### src/rtl/mem_arbiter_rv_if.sv
// Request/response and memory-side signals of the I/D memory arbiter.
// master: arbiter view; slave: requester/memory environment view.
interface mem_arbiter_rv_if;
  localparam int unsigned XLEN = 32;

  logic            iwIReq;
  logic [XLEN-1:0] iwIAddr;
  logic            owIAck;
  logic [XLEN-1:0] owIRData;

  logic            iwDReq;
  logic [XLEN-1:0] iwDAddr;
  logic            iwDWrite;
  logic [XLEN-1:0] iwDWData;
  logic [1:0]      iwDAccess;
  logic            owDAck;
  logic [XLEN-1:0] owDRData;

  logic            owMemReq;
  logic [XLEN-1:0] owMemAddr;
  logic            owMemWrite;
  logic [XLEN-1:0] owMemWData;
  logic [1:0]      owMemAccess;
  logic            iwMemAck;
  logic [XLEN-1:0] iwMemRData;

  logic            owBusy;

  modport master (
    input  iwIReq, iwIAddr, iwDReq, iwDAddr, iwDWrite, iwDWData, iwDAccess,
    input  iwMemAck, iwMemRData,
    output owIAck, owIRData, owDAck, owDRData,
    output owMemReq, owMemAddr, owMemWrite, owMemWData, owMemAccess, owBusy
  );

  modport slave (
    output iwIReq, iwIAddr, iwDReq, iwDAddr, iwDWrite, iwDWData, iwDAccess,
    output iwMemAck, iwMemRData,
    input  owIAck, owIRData, owDAck, owDRData,
    input  owMemReq, owMemAddr, owMemWrite, owMemWData, owMemAccess, owBusy
  );
endinterface

### src/rtl/mem_arbiter_rv.sv
// Shares one single-ported memory bus between fetch (I) and data (D) requesters.
// Define MEM_ARB_FAIR_EN for alternating fairness; otherwise D has fixed priority over I.
module mem_arbiter_rv (
  input  logic             iwClk,
  input  logic             iwnRst,
  mem_arbiter_rv_if.master bus
);
  localparam int unsigned XLEN = 32;
  localparam logic [1:0]  MEM_ACCESS_WORD = 2'd2;

  typedef enum logic [1:0] {IDLE, I_BUSY, D_BUSY} state_e;

  state_e            state_q, state_d;
  logic              mem_req_q, mem_req_d;
  logic [XLEN-1:0]   mem_addr_q, mem_addr_d;
  logic              mem_write_q, mem_write_d;
  logic [XLEN-1:0]   mem_wdata_q, mem_wdata_d;
  logic [1:0]        mem_access_q, mem_access_d;
  logic              i_ack_q, i_ack_d;
  logic [XLEN-1:0]   i_rdata_q, i_rdata_d;
  logic              d_ack_q, d_ack_d;
  logic [XLEN-1:0]   d_rdata_q, d_rdata_d;
  logic              busy_q, busy_d;
  logic              pick_d;
`ifdef MEM_ARB_FAIR_EN
  logic              last_d_q, last_d_d;
`endif

  // Next-state and registered-output logic
  always_comb begin
    state_d      = state_q;
    mem_req_d    = mem_req_q;
    mem_addr_d   = mem_addr_q;
    mem_write_d  = mem_write_q;
    mem_wdata_d  = mem_wdata_q;
    mem_access_d = mem_access_q;
    i_ack_d      = 1'b0;
    i_rdata_d    = i_rdata_q;
    d_ack_d      = 1'b0;
    d_rdata_d    = d_rdata_q;
    busy_d       = busy_q;
`ifdef MEM_ARB_FAIR_EN
    last_d_d     = last_d_q;
    pick_d       = bus.iwDReq && (!bus.iwIReq || !last_d_q);
`else
    pick_d       = bus.iwDReq;
`endif

    case (state_q)
      IDLE: begin
        // The cycle showing an Ack is a mandatory gap: no grant, so a
        // requester still holding Req through its Ack is never re-granted.
        if (!(i_ack_q || d_ack_q)) begin
          if (pick_d) begin
            state_d      = D_BUSY;
            mem_req_d    = 1'b1;
            busy_d       = 1'b1;
            mem_addr_d   = bus.iwDAddr;
            mem_write_d  = bus.iwDWrite;
            mem_wdata_d  = bus.iwDWData;
            mem_access_d = bus.iwDAccess;
`ifdef MEM_ARB_FAIR_EN
            last_d_d     = 1'b1;
`endif
          end else if (bus.iwIReq) begin
            state_d      = I_BUSY;
            mem_req_d    = 1'b1;
            busy_d       = 1'b1;
            mem_addr_d   = bus.iwIAddr;
            mem_write_d  = 1'b0;
            mem_wdata_d  = '0;
            mem_access_d = MEM_ACCESS_WORD;
`ifdef MEM_ARB_FAIR_EN
            last_d_d     = 1'b0;
`endif
          end
        end
      end
      I_BUSY: begin
        if (bus.iwMemAck) begin
          state_d   = IDLE;
          mem_req_d = 1'b0;
          busy_d    = 1'b0;
          i_ack_d   = 1'b1;
          i_rdata_d = bus.iwMemRData;
        end
      end
      D_BUSY: begin
        if (bus.iwMemAck) begin
          state_d   = IDLE;
          mem_req_d = 1'b0;
          busy_d    = 1'b0;
          d_ack_d   = 1'b1;
          d_rdata_d = mem_write_q ? '0 : bus.iwMemRData;
        end
      end
      default: state_d = IDLE;
    endcase
  end

  always_ff @(posedge iwClk or negedge iwnRst) begin
    if (!iwnRst) begin
      state_q      <= IDLE;
      mem_req_q    <= 1'b0;
      mem_addr_q   <= '0;
      mem_write_q  <= 1'b0;
      mem_wdata_q  <= '0;
      mem_access_q <= '0;
      i_ack_q      <= 1'b0;
      i_rdata_q    <= '0;
      d_ack_q      <= 1'b0;
      d_rdata_q    <= '0;
      busy_q       <= 1'b0;
    end else begin
      state_q      <= state_d;
      mem_req_q    <= mem_req_d;
      mem_addr_q   <= mem_addr_d;
      mem_write_q  <= mem_write_d;
      mem_wdata_q  <= mem_wdata_d;
      mem_access_q <= mem_access_d;
      i_ack_q      <= i_ack_d;
      i_rdata_q    <= i_rdata_d;
      d_ack_q      <= d_ack_d;
      d_rdata_q    <= d_rdata_d;
      busy_q       <= busy_d;
    end
  end

`ifdef MEM_ARB_FAIR_EN
  // Last grantee: 1 = D; cleared so D wins the first contention
  always_ff @(posedge iwClk or negedge iwnRst) begin
    if (!iwnRst) last_d_q <= 1'b0;
    else         last_d_q <= last_d_d;
  end
`endif

  assign bus.owMemReq    = mem_req_q;
  assign bus.owMemAddr   = mem_addr_q;
  assign bus.owMemWrite  = mem_write_q;
  assign bus.owMemWData  = mem_wdata_q;
  assign bus.owMemAccess = mem_access_q;
  assign bus.owIAck      = i_ack_q;
  assign bus.owIRData    = i_rdata_q;
  assign bus.owDAck      = d_ack_q;
  assign bus.owDRData    = d_rdata_q;
  assign bus.owBusy      = busy_q;
endmodule

### src/flat_wrapper.sv
// flat-port wrapper written by rule: the top's interface ports become plain ports
module mem_arbiter_rv_flat 
  (iwClk, iwnRst, bus_iwIReq, bus_iwIAddr, bus_iwDReq, bus_iwDAddr, bus_iwDWrite, bus_iwDWData, bus_iwDAccess, bus_iwMemAck, bus_iwMemRData, bus_owIAck, bus_owIRData, bus_owDAck, bus_owDRData, bus_owMemReq, bus_owMemAddr, bus_owMemWrite, bus_owMemWData, bus_owMemAccess, bus_owBusy);
  mem_arbiter_rv_if bus_i ();
  input  logic iwClk;
  input  logic iwnRst;
  input wire logic [$bits(bus_i.iwIReq)-1:0] bus_iwIReq;
  input wire logic [$bits(bus_i.iwIAddr)-1:0] bus_iwIAddr;
  input wire logic [$bits(bus_i.iwDReq)-1:0] bus_iwDReq;
  input wire logic [$bits(bus_i.iwDAddr)-1:0] bus_iwDAddr;
  input wire logic [$bits(bus_i.iwDWrite)-1:0] bus_iwDWrite;
  input wire logic [$bits(bus_i.iwDWData)-1:0] bus_iwDWData;
  input wire logic [$bits(bus_i.iwDAccess)-1:0] bus_iwDAccess;
  input wire logic [$bits(bus_i.iwMemAck)-1:0] bus_iwMemAck;
  input wire logic [$bits(bus_i.iwMemRData)-1:0] bus_iwMemRData;
  output wire logic [$bits(bus_i.owIAck)-1:0] bus_owIAck;
  output wire logic [$bits(bus_i.owIRData)-1:0] bus_owIRData;
  output wire logic [$bits(bus_i.owDAck)-1:0] bus_owDAck;
  output wire logic [$bits(bus_i.owDRData)-1:0] bus_owDRData;
  output wire logic [$bits(bus_i.owMemReq)-1:0] bus_owMemReq;
  output wire logic [$bits(bus_i.owMemAddr)-1:0] bus_owMemAddr;
  output wire logic [$bits(bus_i.owMemWrite)-1:0] bus_owMemWrite;
  output wire logic [$bits(bus_i.owMemWData)-1:0] bus_owMemWData;
  output wire logic [$bits(bus_i.owMemAccess)-1:0] bus_owMemAccess;
  output wire logic [$bits(bus_i.owBusy)-1:0] bus_owBusy;
  assign bus_i.iwIReq = bus_iwIReq;
  assign bus_i.iwIAddr = bus_iwIAddr;
  assign bus_i.iwDReq = bus_iwDReq;
  assign bus_i.iwDAddr = bus_iwDAddr;
  assign bus_i.iwDWrite = bus_iwDWrite;
  assign bus_i.iwDWData = bus_iwDWData;
  assign bus_i.iwDAccess = bus_iwDAccess;
  assign bus_i.iwMemAck = bus_iwMemAck;
  assign bus_i.iwMemRData = bus_iwMemRData;
  assign bus_owIAck = bus_i.owIAck;
  assign bus_owIRData = bus_i.owIRData;
  assign bus_owDAck = bus_i.owDAck;
  assign bus_owDRData = bus_i.owDRData;
  assign bus_owMemReq = bus_i.owMemReq;
  assign bus_owMemAddr = bus_i.owMemAddr;
  assign bus_owMemWrite = bus_i.owMemWrite;
  assign bus_owMemWData = bus_i.owMemWData;
  assign bus_owMemAccess = bus_i.owMemAccess;
  assign bus_owBusy = bus_i.owBusy;
  mem_arbiter_rv u_core (.iwClk(iwClk), .iwnRst(iwnRst), .bus(bus_i));
endmodule
### config.mk
export PLATFORM = sky130hd
export DESIGN_NAME = mem_arbiter_rv_flat
export DESIGN_NICKNAME = d
export VERILOG_FILES = /design/src/rtl/mem_arbiter_rv_if.sv /design/src/rtl/mem_arbiter_rv.sv /design/src/flat_wrapper.sv
export SDC_FILE = /design/constraint.sdc
export NUM_CORES = 1
export LEC_CHECK = 0
export CAP_MARGIN = 10
export CORE_ASPECT_RATIO = 1.5
export CORE_UTILIZATION = 37
export CTS_BUF_LIST = sky130_fd_sc_hd__clkbuf_8 sky130_fd_sc_hd__clkbuf_16
export CTS_CLUSTER_DIAMETER = 150
export DETAILED_ROUTE_END_ITERATION = 16
export GPL_TIMING_DRIVEN = 0
export PLACE_DENSITY = 0.87
export SLEW_MARGIN = 20
export SYNTH_ARGS = -nofsm -noshare
export SYNTH_HDL_FRONTEND = slang
export SYNTH_SLANG_ARGS = --single-unit
### constraint.sdc
create_clock -name iwClk -period 1.57 [get_ports iwClk]
set_clock_uncertainty 0.05 [all_clocks]
set_input_delay 0.157 -clock iwClk [delete_from_list [all_inputs] [get_ports iwClk]]
set_output_delay 0.157 -clock iwClk [all_outputs]
set_load 0.005 [all_outputs]
==> results of run 1 <==
power breakdown:
part	total (W)	leakage, nW	internal (W)	switching, W
Clock	0.00411	0.296	0.00241	0.00170
Sequential	0.00617	1.67	0.00520	0.000972
Combinational	0.00801	2.22	0.00522	0.00278
sequential cells by signal, indices dropped and copies added, names as in the netlist:
register                count
u_core.bus.owBusy           1
u_core.state_q              2
u_core.bus.owIRData        32
u_core.bus.owMemAddr       32
u_core.bus.owMemAccess      2
u_core.bus.owDAck           1
u_core.bus.owMemWrite       1
u_core.bus.owDRData        32
u_core.bus.owIAck           1
u_core.bus.owMemWData      32
logic make-up (layout without fill, tap and decap cells):
group	Yosys count	count (layout)	synth area share, %
adder cells (fa/ha/maj)	4	4	0.872
AND/OR/NAND/NOR	75	75	6.69
flip-flops	136	136	59.3
buffers and inverters	35	347	3.90
multiplexers	96	96	20.1
AO/OA/AOI/OAI	75	75	9.13
worst paths after layout:
kind / depth (start not counted) / slack, ps / end / startpoint
max: 5 / -20 / u_core.bus.owIRData[7] / u_core.state_q[0]
min: 4 / 120 / u_core.state_q[1] / bus_iwDReq
max reg2reg: 5 / -20 / u_core.bus.owIRData[7] / u_core.state_q[0]
min reg2reg: 2 / 430 / u_core.bus.owDRData[14] / u_core.bus.owDRData[14]
max in group asynchronous: 3 / 520 / u_core.bus.owMemAddr[0] / iwnRst
min in group asynchronous: 2 / 190 / u_core.bus.owDRData[9] / iwnRst
Yosys cell counts, types with 4 or more instances:
| cell type | n | area, µm² |
|---|---|---|
| nand2b_1 | 34 | 213 |
| buf_4 | 7 | 52.6 |
| buf_2 | 5 | 25.0 |
| buf_6 | 8 | 90.1 |
| inv_1 | 6 | 22.5 |
| a22o_1 | 35 | 307 |
| dfrtp_1 | 136 | 3400 |
| mux2_4 | 20 | 300 |
| nand2_1 | 35 | 131 |
| clkbuf_1 | 9 | 33.8 |
| mux2_2 | 68 | 766 |
| ha_1 | 4 | 50.1 |
| o21ai_0 | 34 | 170 |
| mux2_1 | 8 | 90.1 |
worst min-delay path, cell delays in order:
cell	delay [ps]
buf_6	150
nor3b_2	80
nand2_1	70
o211ai_1	70
cell type report:
| class | count | area (µm²) |
|---|---|---|
| Tap cell | 199 | 249 |
| Buffer | 29 | 277 |
| Multi-Input combinational cell | 250 | 2160 |
| Clock inverter | 15 | 180 |
| Inverter | 6 | 22.5 |
| Sequential cell | 136 | 3410 |
| Timing Repair Buffer | 280 | 2820 |
| Clock buffer | 17 | 425 |
| Fill cell | 1145 | 5600 |
layer usage:
layer  share of wire [%]  track usage (%)
met4                 2.4             9.52
met3                 6.5             6.24
met5                   0                0
met1                  36             21.6
met2                  56             40.5
through the flow:
| stage | hold WS, ps | utilization (%) | cell area, µm² |
|---|---|---|---|
| 5_1_grt | 129 | 63.0 | 9540 |
| 2_1_floorplan | -189 | - | 5740 |
| 4_1_cts | 131 | 62.2 | 9420 |
| 3_3_place_gp | 415 | 57.4 | 8680 |
| 6_report | 125 | 63.0 | 9540 |
| 3_5_place_dp | 43.7 | 57.6 | 8720 |
timing repair:
action / 4_1_cts / 5_1_grt
endpoints found under the hold margin: 50 / 0
gates cloned: 0 / 1
endpoints found under the setup margin: 134 / 98
setup buffers: 3 / 5
pin swaps: 0 / 0
gates resized for setup: 28 / 25
hold buffers: 1 / 0
==> impl_metrics.env, run 1 <==
export IMPL_required_ps=1820
export IMPL_totalWireLength_mm=16.8
export IMPL_ys_ff_latch=136
export IMPL_min_period_ps=1590
export IMPL_start_util_pct=37.9
export IMPL_violations="negative setup slack"
export IMPL_dieArea_um2=16000
export IMPL_slew_headroom_pct=70.8
export IMPL_endpoint_kind="flip-flop"
export IMPL_antenna_cells=0
export IMPL_fp_dieH_um=155
export IMPL_syn_inst=421
export IMPL_vias_per_cell=4.85
export IMPL_synth_area_um2=5740
export IMPL_chipWidth_um=104
export IMPL_hold_class="in -> reg"
export IMPL_dp_hpwl_mm=12.7
export IMPL_critPathArrivalTime_ps=1840
export IMPL_ant_nets=0
export IMPL_core_rowCount=55
export IMPL_port_buffers=269
export IMPL_clock_latency_ps=410
export IMPL_numCtsBuffers=17
export IMPL_grt_start_max_net_pins=87
export IMPL_final_common_cell="clkdlybuf4s50_1"
export IMPL_place_inst=890
export IMPL_cts_path_max_buffers=2
export IMPL_synth_ff_type="dfrtp_1"
export IMPL_synth_edff_count=0
export IMPL_cpMaxStageDelayCell="dfrtp_1"
export IMPL_ir_drop_v=0.000744
export IMPL_cts_tree="built"
export IMPL_crit_chain="buf_4 > ha_1 > nand2_4 > buf_8 > mux2_2"
export IMPL_timing_final_crit_share_pct=101
export IMPL_final_cells=932
export IMPL_startpoint_type="flip-flop"
export IMPL_avgSynthCellArea_um2=13.6
export IMPL_nets=860
export IMPL_async_flop_share_pct=100
export IMPL_first_global_vias=5048
export IMPL_ios=271
export IMPL_rsz0062_at_grt="true"
export IMPL_worstPathMaxFanout=10
export IMPL_drive_gt1_share_pct=22.9
export IMPL_fin_tns_setup_ps=-170
export IMPL_worst_slew_pin_slew_ps=438
export IMPL_clkTransAtPathRegs_ps=70
export IMPL_via_count=4518
export IMPL_initialDrtViolationCount=158
export IMPL_finalWorstSetupSlack_ps=-19.2
export IMPL_grt_pass1_wl_mm=26.6
export IMPL_cts_sinks=136
export IMPL_final_setup_viol_count=24
export IMPL_status="finished with violations"
export IMPL_hold_viol=0
export IMPL_worst_setup_path_type="reg -> reg"
export IMPL_seq_area_frac_synth_pct=59.3
export IMPL_fmax_ghz=0.629
export IMPL_drc_errors=0
export IMPL_clockRootBuffer="clkbuf_16"
export IMPL_drt_pre_antenna_iters=4
export IMPL_power_total_w=0.0183
export IMPL_critPathMaxStageDelay_ps=400
export IMPL_ys_warn_count=0
export IMPL_final_cell_mix="clkdlybuf4s50_1, dfrtp_1, mux2_2"
export IMPL_p_leak_nw=4.18
export IMPL_routedWlPerCell_um=18.0
export IMPL_synth_nets=561
export IMPL_crit_buf_inv=2
export IMPL_grt_total_usage_pct=21.4
export IMPL_drv_slew=0
export IMPL_power_density_nw_per_um2=1920
export IMPL_syn_to_final_growth_pct=66.2
export IMPL_critPathTopFamily="flip-flops"
export IMPL_coreArea_um2=15100
export IMPL_htreeDepth=4
export IMPL_grt_overflow_total=0
export IMPL_maxCapViolCount=0
export IMPL_antenna_found_initial=0
export IMPL_gp_congestion=0.807
export IMPL_yosysUniqueCellTypes=26
export IMPL_dp_slack_ps=-249
Power figures use the tool's default switching activity.
==> inputs of run 2 (changes only) <==
SKIP_LAST_GASP = 1   (was unset)
==> impl_metrics.env, run 2 (synthesis results as in run 1) <==
export IMPL_htreeDepth=4
export IMPL_dieArea_um2=16000
export IMPL_hold_viol=0
export IMPL_rsz0062_at_grt="true"
export IMPL_clock_latency_ps=410
export IMPL_cts_path_max_buffers=2
export IMPL_holdPathStages=4
export IMPL_required_ps=1820
export IMPL_drv_slew=0
export IMPL_grt_start_max_net_pins=87
export IMPL_via_count=4521
export IMPL_cts_sinks=136
export IMPL_met2_length_mm=9.28
export IMPL_nets=860
export IMPL_hold_end="u_core.state_q[1]"
export IMPL_initialDrtViolationCount=142
export IMPL_antenna_cells=0
export IMPL_drt_pre_antenna_iters=4
export IMPL_routedWlPerCell_um=17.9
export IMPL_drc_errors=0
export IMPL_clockRootBuffer="clkbuf_16"
export IMPL_final_common_cell="clkdlybuf4s50_1"
export IMPL_top_layer="met4"
export IMPL_p_leak_nw=4.18
export IMPL_violations="negative setup slack"
export IMPL_final_setup_viol_count=24
export IMPL_fill_cells=1147
export IMPL_start_util_pct=37.9
export IMPL_critPathTopFamily="flip-flops"
export IMPL_chipWidth_um=104
export IMPL_fp_dieH_um=155
export IMPL_grt_overflow_total=0
export IMPL_vias_per_cell=4.85
export IMPL_met3_length_mm=1.10
export IMPL_r2r_start="u_core.state_q[0]"
export IMPL_reg2reg_to="u_core.bus.owIRData[7]"
export IMPL_fmax_ghz=0.629
export IMPL_hp_start="bus_iwDReq"
export IMPL_min_period_ps=1590
export IMPL_worst_setup_path_type="reg -> reg"
export IMPL_port_buffers=269
export IMPL_critPathArrivalTime_ps=1840
export IMPL_first_global_vias=5048
export IMPL_finalWorstSetupSlack_ps=-20.3
export IMPL_drive_gt1_share_pct=22.9
export IMPL_worstPathMaxFanout=10
export IMPL_antenna_found_initial=0
export IMPL_crit_buf_inv=2
export IMPL_cts_tree="built"
export IMPL_placed_area_um2=8720
export IMPL_r2r_slack_ps=-20
export IMPL_m1WireLength_mm=5.91
export IMPL_power_density_nw_per_um2=1920
export IMPL_post_route_cell_area_um2=9540
export IMPL_dp_hpwl_mm=12.7
export IMPL_ios=271
export IMPL_grt_pass1_wl_mm=26.6
export IMPL_core_rowCount=55
export IMPL_place_inst=890
export IMPL_final_cell_mix="clkdlybuf4s50_1, dfrtp_1, mux2_2"
export IMPL_numCtsBuffers=17
export IMPL_status="finished with violations"
export IMPL_syn_to_final_growth_pct=66.1
export IMPL_worst_slew_pin_slew_ps=461
export IMPL_critPathMaxStageDelay_ps=400
export IMPL_clkTransAtPathRegs_ps=70
export IMPL_final_cells=932
export IMPL_ant_nets=0
export IMPL_gp_congestion=0.807
export IMPL_ir_drop_v=0.000743
export IMPL_totalWireLength_mm=16.7
export IMPL_crit_chain="buf_4 > ha_1 > nand2_4 > buf_8 > mux2_2"
export IMPL_cpMaxStageDelayCell="dfrtp_1"
export IMPL_coreArea_um2=15100
export IMPL_grt_total_usage_pct=21.4
export IMPL_endpoint_kind="flip-flop"
export IMPL_hold_class="in -> reg"
export IMPL_startpoint_type="flip-flop"
export IMPL_timing_final_crit_share_pct=101
export IMPL_r2r_cells=5
export IMPL_slew_headroom_pct=69.3
export IMPL_maxCapViolCount=0
## run 2: cell count changes in the layout (fill, tap and decap cells not counted), sizes merged
| cell | change |
|---|---|
| buf | +1 |
| clkbuf | -1 |
## run 2: layout make-up
class / count / area, µm² / share of cell area [%]
Timing Repair Buffer: 280 / 2820 / 29.6
Tap cell: 199 / 249 / 2.61
Inverter: 6 / 22.5 / 0.236
Clock inverter: 15 / 180 / 1.89
Sequential cell: 136 / 3410 / 35.7
Clock buffer: 17 / 425 / 4.46
Buffer: 29 / 272 / 2.85
Multi-Input combinational cell: 250 / 2160 / 22.7
## run 2: worst max path at each step
| stage | start | end | cells after the start |
|---|---|---|---|
| after floorplan | u_core.state_q[1] | u_core.bus.owIRData[10] | 5 |
| after global placement | iwnRst | u_core.bus.owMemWData[16] | 1 |
| after detailed placement | bus_iwIReq | u_core.bus.owMemAddr[22] | 4 |
| after global routing | u_core.state_q[1] | u_core.bus.owDRData[13] | 7 |
| final | u_core.state_q[0] | u_core.bus.owIRData[7] | 5 |
| after CTS | u_core.state_q[1] | u_core.bus.owMemWData[27] | 6 |
## run 2: worst register-to-register path, delay by kind of cell (launching register included)
| family | cells | cell delay (ps) |
|---|---|---|
| flops | 1 | 400 |
| mux | 1 | 350 |
| fa+ha+maj | 1 | 230 |
| simple gates | 1 | 130 |
| buf+inv | 2 | 310 |
## run 2: report_power, final
group          internal, W  switching, W  leakage [nW]
Clock              0.00241       0.00170         0.296
Combinational      0.00521       0.00278          2.21
Sequential         0.00520      0.000972          1.67
Total               0.0128       0.00545          4.18
## run 2: routing by layer
layer | track usage (%) | up-vias
met2 | 40.5 | 207
met1 | 21.6 | 2203
met5 | 0 | -
met3 | 6.24 | 27
li1 | - | 2084
met4 | 9.52 | 0
## run 2: timing repair
action / CTS / global route
endpoints found under the setup margin: 134 / 98
resized for setup: 28 / 21
gates cloned: 0 / 1
hold buffers: 1 / 0
buffers inserted: 3 / 5
endpoints found under the hold margin: 50 / 0
## run 2: per-stage QoR
stage                     setup TNS, ps  hold WS, ps  worst slack (ps)  power (W)  utilization (%)
after floorplan                       0         -189               104    0.00911                -
after global placement          -666440          415             -4830     0.0135             57.4
after detailed placement         -18160         43.7              -249     0.0139             57.6
after CTS                             0          131              1.73     0.0182             62.2
after global routing              -4570          129             -83.9     0.0193             63.0
final                              -186          124             -20.3     0.0183             63.0
